[config.mk]
export PLATFORM = sky130hd
export DESIGN_NAME = instr_fetch_flat
export DESIGN_NICKNAME = d
export VERILOG_FILES = /design/src/rtl/instr_fetch_if.sv /design/src/rtl/instr_fetch.sv /design/src/flat_wrapper.sv
export SDC_FILE = /design/constraint.sdc
export NUM_CORES = 1
export LEC_CHECK = 0
export ABC_AREA = 1
export CELL_PAD_IN_SITES_DETAIL_PLACEMENT = 1
export CELL_PAD_IN_SITES_GLOBAL_PLACEMENT = 1
export CORE_ASPECT_RATIO = 1.5
export CORE_UTILIZATION = 35
export DETAILED_ROUTE_END_ITERATION = 8
export GPL_ROUTABILITY_DRIVEN = 0
export PLACE_DENSITY = 0.95
export SLEW_MARGIN = 20
export SYNTH_ARGS = -nofsm -noshare
export SYNTH_HDL_FRONTEND = slang
export SYNTH_SLANG_ARGS = --single-unit
[constraint.sdc]
create_clock -name clk -period 4.9 [get_ports clk]
set_clock_uncertainty 0.15 [all_clocks]
set_input_delay 1.225 -clock clk [delete_from_list [all_inputs] [get_ports clk]]
set_output_delay 1.225 -clock clk [all_outputs]
set_load 0.005 [all_outputs]
[src/rtl/instr_fetch_if.sv]
// Instruction fetch bus bundle.
// Groups the instruction-memory handshake, the downstream instruction handshake,
// the redirect inputs from control/ALU and the status outputs of instr_fetch.
//   master : the fetch stage (drives imem_req/imem_addr, inst_* fields, status)
//   slave  : memory + downstream stage (drives ack/rdata, inst_ready, redirects)
interface instr_fetch_if;
    logic        imem_req;
    logic [31:0] imem_addr;
    logic        imem_ack;
    logic [31:0] imem_rdata;
    logic        inst_valid;
    logic        inst_ready;
    logic [31:0] inst;
    logic [5:0]  opcode;
    logic [5:0]  funct;
    logic [31:0] pc;
    logic [31:0] link_addr;
    logic        Branch;
    logic        Jump;
    logic        JumpReg;
    logic        br_cond;
    logic [31:0] rs_data;
    logic        fault;
    logic [31:0] retired;

    modport master (
        output imem_req, imem_addr, inst_valid, inst, opcode, funct, pc,
               link_addr, fault, retired,
        input  imem_ack, imem_rdata, inst_ready, Branch, Jump, JumpReg,
               br_cond, rs_data
    );

    modport slave (
        input  imem_req, imem_addr, inst_valid, inst, opcode, funct, pc,
               link_addr, fault, retired,
        output imem_ack, imem_rdata, inst_ready, Branch, Jump, JumpReg,
               br_cond, rs_data
    );
endinterface

[src/rtl/instr_fetch.sv]
// Mini-MIPS instruction fetch stage.
// Holds the PC, fetches one word per instruction over a req/ack handshake,
// presents it downstream until retired, then redirects the PC from the
// JumpReg/Jump/Branch controls. A misaligned target parks the block in FAULT
// until reset.
// Ports:
//   clk  rising-edge clock
//   rst  synchronous active-high reset
//   bus  instr_fetch_if.master (memory, downstream, redirect and status signals)
module instr_fetch #(
    parameter logic [31:0] RESET_PC = 32'h0000_0000
) (
    input  logic           clk,
    input  logic           rst,
    instr_fetch_if.master  bus
);
    localparam int unsigned XLEN = 32;

    typedef enum logic [1:0] {
        FETCH = 2'd0,
        HOLD  = 2'd1,
        FAULT = 2'd2
    } state_t;

    state_t            state;
    logic              req_q;
    logic              valid_q;
    logic              fault_q;
    logic [XLEN-1:0]   pc_q;
    logic [XLEN-1:0]   inst_q;
    logic [XLEN-1:0]   retired_q;

    logic [XLEN-1:0]   pc_plus4;
    logic [XLEN-1:0]   br_off;
    logic [XLEN-1:0]   jmp_target;
    logic [XLEN-1:0]   next_pc;

    // Redirect target; inputs only matter on the retire cycle.
    always_comb begin
        pc_plus4   = pc_q + XLEN'(4);
        br_off     = {{14{inst_q[15]}}, inst_q[15:0], 2'b00};
        jmp_target = {pc_plus4[31:28], inst_q[25:0], 2'b00};
        next_pc    = pc_plus4;
        if (bus.JumpReg) begin
            next_pc = bus.rs_data;
        end else if (bus.Jump) begin
            next_pc = jmp_target;
        end else if (bus.Branch && bus.br_cond) begin
            next_pc = pc_plus4 + br_off;
        end
    end

    // Fetch/hold/fault sequencing with registered outputs.
    always_ff @(posedge clk) begin
        if (rst) begin
            state     <= FETCH;
            req_q     <= 1'b1;
            valid_q   <= 1'b0;
            fault_q   <= 1'b0;
            pc_q      <= RESET_PC;
            inst_q    <= '0;
            retired_q <= '0;
        end else begin
            case (state)
                FETCH: begin
                    if (bus.imem_ack) begin
                        inst_q  <= bus.imem_rdata;
                        req_q   <= 1'b0;
                        valid_q <= 1'b1;
                        state   <= HOLD;
                    end
                end
                HOLD: begin
                    if (bus.inst_ready) begin
                        valid_q <= 1'b0;
                        if (next_pc[1:0] != 2'b00) begin
                            fault_q <= 1'b1;
                            state   <= FAULT;
                        end else begin
                            pc_q      <= next_pc;
                            retired_q <= retired_q + XLEN'(1);
                            req_q     <= 1'b1;
                            state     <= FETCH;
                        end
                    end
                end
                FAULT: begin
                    req_q   <= 1'b0;
                    valid_q <= 1'b0;
                end
                default: begin
                    req_q   <= 1'b0;
                    valid_q <= 1'b0;
                    fault_q <= 1'b1;
                    state   <= FAULT;
                end
            endcase
        end
    end

    // Request is masked by rst so memory never sees a request in a reset cycle.
    assign bus.imem_req   = req_q & ~rst;
    assign bus.imem_addr  = pc_q;
    assign bus.inst_valid = valid_q;
    assign bus.inst       = inst_q;
    assign bus.opcode     = inst_q[31:26];
    assign bus.funct      = inst_q[5:0];
    assign bus.pc         = pc_q;
    assign bus.link_addr  = pc_plus4;
    assign bus.fault      = fault_q;
    assign bus.retired    = retired_q;
endmodule

[src/flat_wrapper.sv]
// flat-port wrapper written by rule: the top's interface ports become plain ports
module instr_fetch_flat 
#(
    parameter logic [31:0] RESET_PC = 32'h0000_0000
)
  (clk, rst, bus_imem_req, bus_imem_addr, bus_inst_valid, bus_inst, bus_opcode, bus_funct, bus_pc, bus_link_addr, bus_fault, bus_retired, bus_imem_ack, bus_imem_rdata, bus_inst_ready, bus_Branch, bus_Jump, bus_JumpReg, bus_br_cond, bus_rs_data);
  instr_fetch_if bus_i ();
  input  logic clk;
  input  logic rst;
  output wire logic [$bits(bus_i.imem_req)-1:0] bus_imem_req;
  output wire logic [$bits(bus_i.imem_addr)-1:0] bus_imem_addr;
  output wire logic [$bits(bus_i.inst_valid)-1:0] bus_inst_valid;
  output wire logic [$bits(bus_i.inst)-1:0] bus_inst;
  output wire logic [$bits(bus_i.opcode)-1:0] bus_opcode;
  output wire logic [$bits(bus_i.funct)-1:0] bus_funct;
  output wire logic [$bits(bus_i.pc)-1:0] bus_pc;
  output wire logic [$bits(bus_i.link_addr)-1:0] bus_link_addr;
  output wire logic [$bits(bus_i.fault)-1:0] bus_fault;
  output wire logic [$bits(bus_i.retired)-1:0] bus_retired;
  input wire logic [$bits(bus_i.imem_ack)-1:0] bus_imem_ack;
  input wire logic [$bits(bus_i.imem_rdata)-1:0] bus_imem_rdata;
  input wire logic [$bits(bus_i.inst_ready)-1:0] bus_inst_ready;
  input wire logic [$bits(bus_i.Branch)-1:0] bus_Branch;
  input wire logic [$bits(bus_i.Jump)-1:0] bus_Jump;
  input wire logic [$bits(bus_i.JumpReg)-1:0] bus_JumpReg;
  input wire logic [$bits(bus_i.br_cond)-1:0] bus_br_cond;
  input wire logic [$bits(bus_i.rs_data)-1:0] bus_rs_data;
  assign bus_imem_req = bus_i.imem_req;
  assign bus_imem_addr = bus_i.imem_addr;
  assign bus_inst_valid = bus_i.inst_valid;
  assign bus_inst = bus_i.inst;
  assign bus_opcode = bus_i.opcode;
  assign bus_funct = bus_i.funct;
  assign bus_pc = bus_i.pc;
  assign bus_link_addr = bus_i.link_addr;
  assign bus_fault = bus_i.fault;
  assign bus_retired = bus_i.retired;
  assign bus_i.imem_ack = bus_imem_ack;
  assign bus_i.imem_rdata = bus_imem_rdata;
  assign bus_i.inst_ready = bus_inst_ready;
  assign bus_i.Branch = bus_Branch;
  assign bus_i.Jump = bus_Jump;
  assign bus_i.JumpReg = bus_JumpReg;
  assign bus_i.br_cond = bus_br_cond;
  assign bus_i.rs_data = bus_rs_data;
  instr_fetch #(.RESET_PC(RESET_PC)) u_core (.clk(clk), .rst(rst), .bus(bus_i));
endmodule
=== Word level (Yosys, flattened, before mapping) ===
Index checks and enable logic that the tools add are counted.

* Output and inout bits: 175
* Word-level logic and storage cells: 48
* Input port bits: 72
* Register bits after elaboration: 101

* Equal/unequal tests: 6
* Bitwise logic cells: 5
* Add/subtract/negate cells: 3
* Muxes and demuxes: 17
* Reduce and logical (&&, ||, !) cells: 10

{| class="wikitable"
|+ Operators by type and width
! cell !! number
|-
| $mux W32 || 3
|-
| $add A32 B1 Y32 const B || 1
|-
| $add A32 B3 Y32 const B || 1
|-
| $add A32 B32 Y32 || 1
|-
| $reduce_and A3 Y1 || 4
|-
| $mux W1 || 7
|-
| $mux W2 || 3
|-
| $ne A2 B2 Y1 const B || 3
|-
| $pmux W1 S2 || 3
|-
| $pmux W2 S3 || 1
|-
| $not A1 Y1 || 4
|-
| $reduce_and A2 Y1 || 2
|-
| $eq A2 B1 Y1 const B || 1
|-
| $eq A2 B2 Y1 const B || 1
|-
| $logic_not A2 Y1 || 1
|-
| $ne A2 B1 Y1 const B || 1
|-
| $reduce_bool A2 Y1 || 1
|-
| $reduce_or A2 Y1 || 1
|-
| $and A1 B1 Y1 || 1
|-
| $logic_and A1 B1 Y1 || 1
|}

=== Longest topological paths before layout ===
Gate-level depths: netlist (run 1).

* Depth after elaboration: 9
* Gate-level depth with buffers: 24
* Gate-level depth less buffers: 24

=== Worst setup path after synthesis (run 1) ===
Ideal clock, no wire load.

* Path type: in2out
* Start point: input port rst
* End point: output port bus_imem_req
* Arrival time: 1.787 ns
* Setup slack: 1.738 ns
* Stages on the path: 3
* Data required time: 3.525 ns
* Path buffers: 2
* Cell sequence: clkbuf_1 -> clkbuf_1 -> nor2_1

* Longest elaborated chain between the ends: 2

{| class="wikitable"
|+ Ends and longest elaborated chain
! item !! RTL line !! source
|-
| start: declaration || flat_wrapper.sv:9 || <nowiki>input logic rst;</nowiki>
|-
| $not A1 Y1 || instr_fetch.sv:102 || <nowiki>assign bus.imem_req = req_q & ~rst;</nowiki>
|-
| $and A1 B1 Y1 || instr_fetch.sv:102 ||
|-
| end: declaration || flat_wrapper.sv:10 || <nowiki>output wire logic [$bits(bus_i.imem_req)-1:0] bus_imem_req;</nowiki>
|}

No other way between the ends.

=== Worst setup path after layout (run 1) ===
* Start point: register u_core.pc_q[2] (netlist: u_core.bus.imem_addr[2])
* End point: output port bus_link_addr[12]

* Longest elaborated chain between the ends: 1

{| class="wikitable"
|+ Ends and longest elaborated chain
! item !! RTL line !! source
|-
| start: declaration || instr_fetch.sv:29 || <nowiki>logic [XLEN-1:0] pc_q;</nowiki>
|-
| start signal: assignment || instr_fetch.sv:80 || <nowiki>pc_q <= next_pc;</nowiki>
|-
| $add A32 B3 Y32 || instr_fetch.sv:40 || <nowiki>pc_plus4 = pc_q + XLEN'(4);</nowiki>
|-
| end: declaration || flat_wrapper.sv:17 || <nowiki>output wire logic [$bits(bus_i.link_addr)-1:0] bus_link_addr;</nowiki>
|}

No other way between the ends.

==> flow_summary.ini, run 1 <==
[sta]
max_slew_margin_pct = 30.5
fmax_mhz = 232
finalCriticalPeriod_ns = 4.31
setup-tns-final_ns = 0
tightest_slew_ns = 1.04
holdWs_ns = 0.327
finalSetupViolCount = 0
drv_slew = 0
hold_violations = 0
min_period_over_period_pct = 87.9
rsz0062_at_grt = no
setup_slack_ns = 0.593

[critical_path]
slowest_delay_ns = 0.58
path_buf_inv = 2
cp-end-kind = output port
cp_data_arrival_time_ns = 2.93
crit_fanout = 7
path_delay_family = buffers and inverters
cp.required_ns = 3.52
criticalPathCategory = flip-flop to output port
start_kind = flip-flop
path_cells = ha_1 > nand3_1 > inv_1 > nand2_1 > nor2_1 > xor2_1 > clkdlybuf4s50_1
cp_slowest_cell = clkdlybuf4s50_1

[finish]
final_cell_count_no_fill = 1952
fill_cells = 3231
final_net_count = 1738
drive_gt1_share_pct = 3.61
antenna_cells = 0
synthToLayoutAreaGrowth_pct = 32.4

[synth]
ys_ff_latch = 101
synth_edf_count = 0
synth-seq-area-share_pct = 23.8
syn-num-nets = 1557
syn_avg_cell_area_um2 = 5.88
yosys-top-cells-count = nand2_1 (405), nor2_1 (189), inv_1 (174)
synth_top_cell_by_area = dfxtp_1
netlist_area_mm2 = 0.00850
synth-warning-count = 0
yosys-top-cells-area = dfxtp_1 (24%), nand2_1 (18%), nor2_1 (8.3%)
ys.flop_type = dfxtp_1
ys_async_sr_fraction_pct = 0
synth.distinct_cells = 42
syn_inst = 1447
synth.most_common_cell = nand2_1
synth_top_area_share_pct = 23.8

[placed_design]
dp.cells = 1936
dp_slack_ns = 0.573
hpwl_um = 30900
portBuffers = 246

[clocking]
cts_made_buffers = 9
cts_root_buffer = clkbuf_16
cts_sinks = 101
ctsResizeCount = 0
postCtsHoldBufs = 0
cts_buffer_depth = 2
cts_tree = yes
cts_setup_buffers = 0
insertion_delay_ns = 0.38
htree_levels = 3
cts.clk_slew.worst_paths_ns = 0.07

[drt]
dr.pass1.iters = 5
dr.first_iter.drc_count = 545
ant_nets = 0
routed_wl_um = 39200
drc = 0
vias_per_cell = 5.42
wl_per_cell_um = 20.1
via_count = 10600

[floorplan]
ios = 247
coreArea_mm2 = 0.0237
floorplan.initialDensity_pct = 35.8
fp.dieArea_mm2 = 0.0249
num_rows = 69
die-height_um = 193
die_w_um = 129

[pwr]
finalPower_uw = 2280
irDropWorstVdd_v = 0.000170
powerDensity_mw_per_mm2 = 203
leakage_uw = 0.00483

[global_route]
grt_pass1_wl_um = 60100
grt_pass1_vias = 11100
grt_usage_pct = 31.9
grt_max_degree = 45
grt.overflow.total = 0
antenna_found_initial = 0

[hold_path]
worstHoldPathType = flip-flop to flip-flop

[flow_run]
cap_violations = 0

[run_status]
status = complete, no violations
-- power by group --
group	internal [uW]	leakage, uW	switching [uW]
registers	860	0.000824	71.2
clock network	415	0.000154	362
logic	269	0.00385	309
-- sequential cells by signal (all words and copies together), names as in the netlist --
| signal | cells |
|---|---|
| u_core.state | 2 |
| u_core.bus.imem_addr | 32 |
| u_core.bus.retired | 32 |
| u_core.bus.inst | 32 |
| u_core.bus.inst_valid | 1 |
| u_core.req_q | 1 |
| u_core.bus.fault | 1 |
-- final timing paths --
| path | start | slack (ns) | endpoint | cells after the start |
|---|---|---|---|---|
| hold reg to reg | u_core.bus.fault | 0.33 | u_core.bus.fault | 2 |
| setup reg to reg | u_core.bus.imem_addr[2] | 0.77 | u_core.bus.imem_addr[30] | 21 |
| hold / removal | u_core.bus.fault | 0.33 | u_core.bus.fault | 2 |
| setup / recovery | u_core.bus.imem_addr[2] | 0.59 | bus_link_addr[12] | 7 |
-- per-stage QoR --
step | utilization [%] | instance area (um^2)
after detailed placement | 46.1 | 11000
final | 47.4 | 11300
after floorplan | - | 8500
after global routing | 47.4 | 11300
after global placement | 46.1 | 11000
after CTS | 47.4 | 11300
-- layout make-up --
class | count | area (um^2) | share of cell area (%)
Multi-Input combinational cell | 1077 | 5300 | 47.1
Timing Repair Buffer | 258 | 2550 | 22.7
Sequential cell | 101 | 2020 | 18.0
Inverter | 181 | 679 | 6.04
Tap cell | 319 | 399 | 3.55
Clock buffer | 10 | 239 | 2.12
Clock inverter | 6 | 66.3 | 0.589
-- worst reg2reg max path, delay by kind of cell, from the launching register on --
| kind | cells | cell delay [ns] |
|---|---|---|
| adder cells (fa/ha/maj) | 2 | 0.67 |
| flip-flops | 1 | 0.48 |
| AND/OR/NAND/NOR | 12 | 1.38 |
| XOR/XNOR | 1 | 0.43 |
| AO/OA/AOI/OAI | 3 | 0.55 |
| buffers and inverters | 3 | 0.31 |
-- metal layers --
metal	GRT usage, %	part of all wire [%]	vias up
li1	-	-	4951
met1	32.5	36	5048
met2	58.1	51	420
met3	4.99	5.5	168
met4	24.1	7.6	0
met5	0	0	-
-- cell families (layout without fill, tap and decap cells) --
kind of cell,Yosys count,in the layout,synth area share [%]
simple gates,776,776,38.6
buf+inv,269,455,13.9
compound gates,228,228,14.4
flops,101,101,23.8
fa+ha+maj,38,38,5.68
xor+xnor,35,35,3.60
-- placed cells by master (no fill, tap or decap), drive strengths merged --
| master | n |
|---|---|
| nand3 | 87 |
| ha | 37 |
| nand2 | 408 |
| buf | 12 |
| and3 | 1 |
| clkinv | 4 |
| a2111o | 1 |
| a21oi | 113 |
| inv | 182 |
| o31ai | 1 |
| a21o | 2 |
| bufinv | 1 |
| nor2 | 195 |
| dfxtp | 101 |
| nand4 | 21 |
| o21ai | 81 |
| nor3 | 40 |
| o211ai | 11 |
| clkbuf | 10 |
| clkdlybuf4s50 | 246 |
| or2 | 11 |
| and2 | 3 |
| o21a | 4 |
| nor4 | 5 |
| a31oi | 3 |
| a211oi | 4 |
| nor3b | 5 |
| fa | 1 |
| xnor2 | 7 |
| xor2 | 28 |
| o221ai | 2 |
| o21bai | 6 |
No activity file was read; power rests on OpenSTA's default activity.
==> run 2, diff against run 1 <==
HOLD_SLACK_MARGIN = 0.03   (was not set)
==> results of run 2 <==
No change in the layout: final DEF, timing and power equal those of run 1.
==> run 3, diff against run 2 <==
CORE_UTILIZATION = 30   (was 35)
CTS_CLUSTER_DIAMETER = 60   (was not set)
PLACE_DENSITY = 0.86   (was 0.95)
==> run 3 against run 2 <==
Compared with the run above: critical path depth up 1; sequential cell count unchanged; worst setup slack better by 0.089 ns; fmax up 2.1%; register-to-register slack better by 0.21 ns; hold slack worse by 0.011 ns; sequential share of layout area down 0.058 points; via count down 1.8%; count of clock-buffer cells in the layout unchanged; non-clock buffer count up 3; core utilization down 7.0 points; critical endpoint is now bus_link_addr[16]; largest power group unchanged.
==> flow_summary.ini, run 3 (synthesis results as in run 1) <==
[floorplan]
num_rows = 75
die-height_um = 208
fp.dieArea_mm2 = 0.0290
ios = 247
floorplan.initialDensity_pct = 30.4
die_w_um = 139
coreArea_mm2 = 0.0280

[finish]
final_net_count = 1741
fill_cells = 3705
synthToLayoutAreaGrowth_pct = 32.8
antenna_cells = 0
drive_gt1_share_pct = 3.79
multi_input_area_mm2 = 0.00530
seqCellArea_mm2 = 0.00202
final_common_cell = nand2_1
final_cell_mix = nand2_1 (405), clkdlybuf4s50_1 (246), nor2_1 (189), inv_1 (173), a21oi_1 (113)

[critical_path]
cp_data_arrival_time_ns = 2.84
criticalPathCategory = flip-flop to output port
start_kind = flip-flop
crit_fanout = 7
cp.required_ns = 3.52
ff2ff_path_depth = 22
cp-end-kind = output port

[clocking]
cts_made_buffers = 9
cts_tree = yes
insertion_delay_ns = 0.37
cts_setup_buffers = 0
cts_root_buffer = clkbuf_16
cts_buffer_depth = 2
ctsResizeCount = 0
postCtsHoldBufs = 0
htree_levels = 3
cts_sinks = 101
cts.clk_slew.worst_paths_ns = 0.08

[drt]
dr_wl_met2_um = 20500
via_count = 10400
dr.first_iter.drc_count = 467
wl_per_cell_um = 19.6
ant_nets = 0
dr.max_layer_used = met4
routed_wl_um = 38800
dr_wl_met3_um = 1720
drc = 0
vias_per_cell = 5.25
dr.pass1.iters = 5
met1Wirelength_um = 14400

[sta]
setup-tns-final_ns = 0
hold_violations = 0
min_period_over_period_pct = 86.1
fmax_mhz = 237
drv_slew = 0
max_slew_margin_pct = 31.3
rsz0062_at_grt = no
tightest_slew_ns = 1.02
finalCriticalPeriod_ns = 4.22
finalSetupViolCount = 0

[pwr]
finalPower_uw = 2230
irDropWorstVdd_v = 0.000247
powerDensity_mw_per_mm2 = 198
leakage_uw = 0.00483

[global_route]
grt_usage_pct = 26.5
grt_pass1_vias = 10900
grt_max_degree = 50
grt_pass1_wl_um = 59200
antenna_found_initial = 0
grt.overflow.total = 0

[flow_run]
cap_violations = 0

[hold_path]
whs_path_depth = 2
worstHoldPathType = flip-flop to flip-flop

[placed_design]
hpwl_um = 31400
portBuffers = 246

[run_status]
status = complete, no violations
run 3: path summary, 6_finish.rpt:
path                            from                  endpoint  slack [ns]
min            u_core.bus.inst_valid     u_core.bus.inst_valid        0.32
min reg2reg    u_core.bus.inst_valid     u_core.bus.inst_valid        0.32
max          u_core.bus.imem_addr[2]         bus_link_addr[16]        0.68
max reg2reg  u_core.bus.imem_addr[2]  u_core.bus.imem_addr[30]        0.98
run 3: final cells by class:
cell class	instances	area share (%)
clock buffer	10	2.12
clock inverter	6	0.410
inverter	181	6.02
multi-input combinational	1077	46.9
sequential	101	17.9
tap	346	3.83
timing repair buffer	261	22.8
run 3: worst max-delay path: stages (launching register included):
cell and delay, ns:
dfxtp_1 0.48, ha_1 0.26, nand3_1 0.14, inv_1 0.16, nand2_1 0.06, nor2_1 0.30
nand3_1 0.15, xor2_1 0.34, clkdlybuf4s50_1 0.58
run 3: per-layer routing:
| metal | vias up | GRT usage (%) |
|---|---|---|
| met5 | - | 0 |
| met2 | 323 | 50.6 |
| met1 | 5001 | 27.0 |
| met4 | 0 | 15.6 |
| met3 | 108 | 3.77 |
| li1 | 4964 | - |
run 3: metrics by stage:
step	cells	hold slack [ns]	util, %	cell area, um^2	setup slack (ns)
2_1_floorplan	1447	0.297	-	8500	1.74
3_3_place_gp	1966	0.290	39.4	11000	1.22
3_5_place_dp	1966	0.303	39.4	11000	1.01
4_1_cts	1982	0.320	40.4	11300	0.691
5_1_grt	1982	0.352	40.4	11300	0.380
6_report	1982	0.316	40.4	11300	0.682
run 3: report_power, final:
part	leakage [uW]	total, uW	internal, uW	switching, uW
Clock	0.000135	737	363	373
Sequential	0.000824	928	860	68.7
Combinational	0.00387	568	270	299
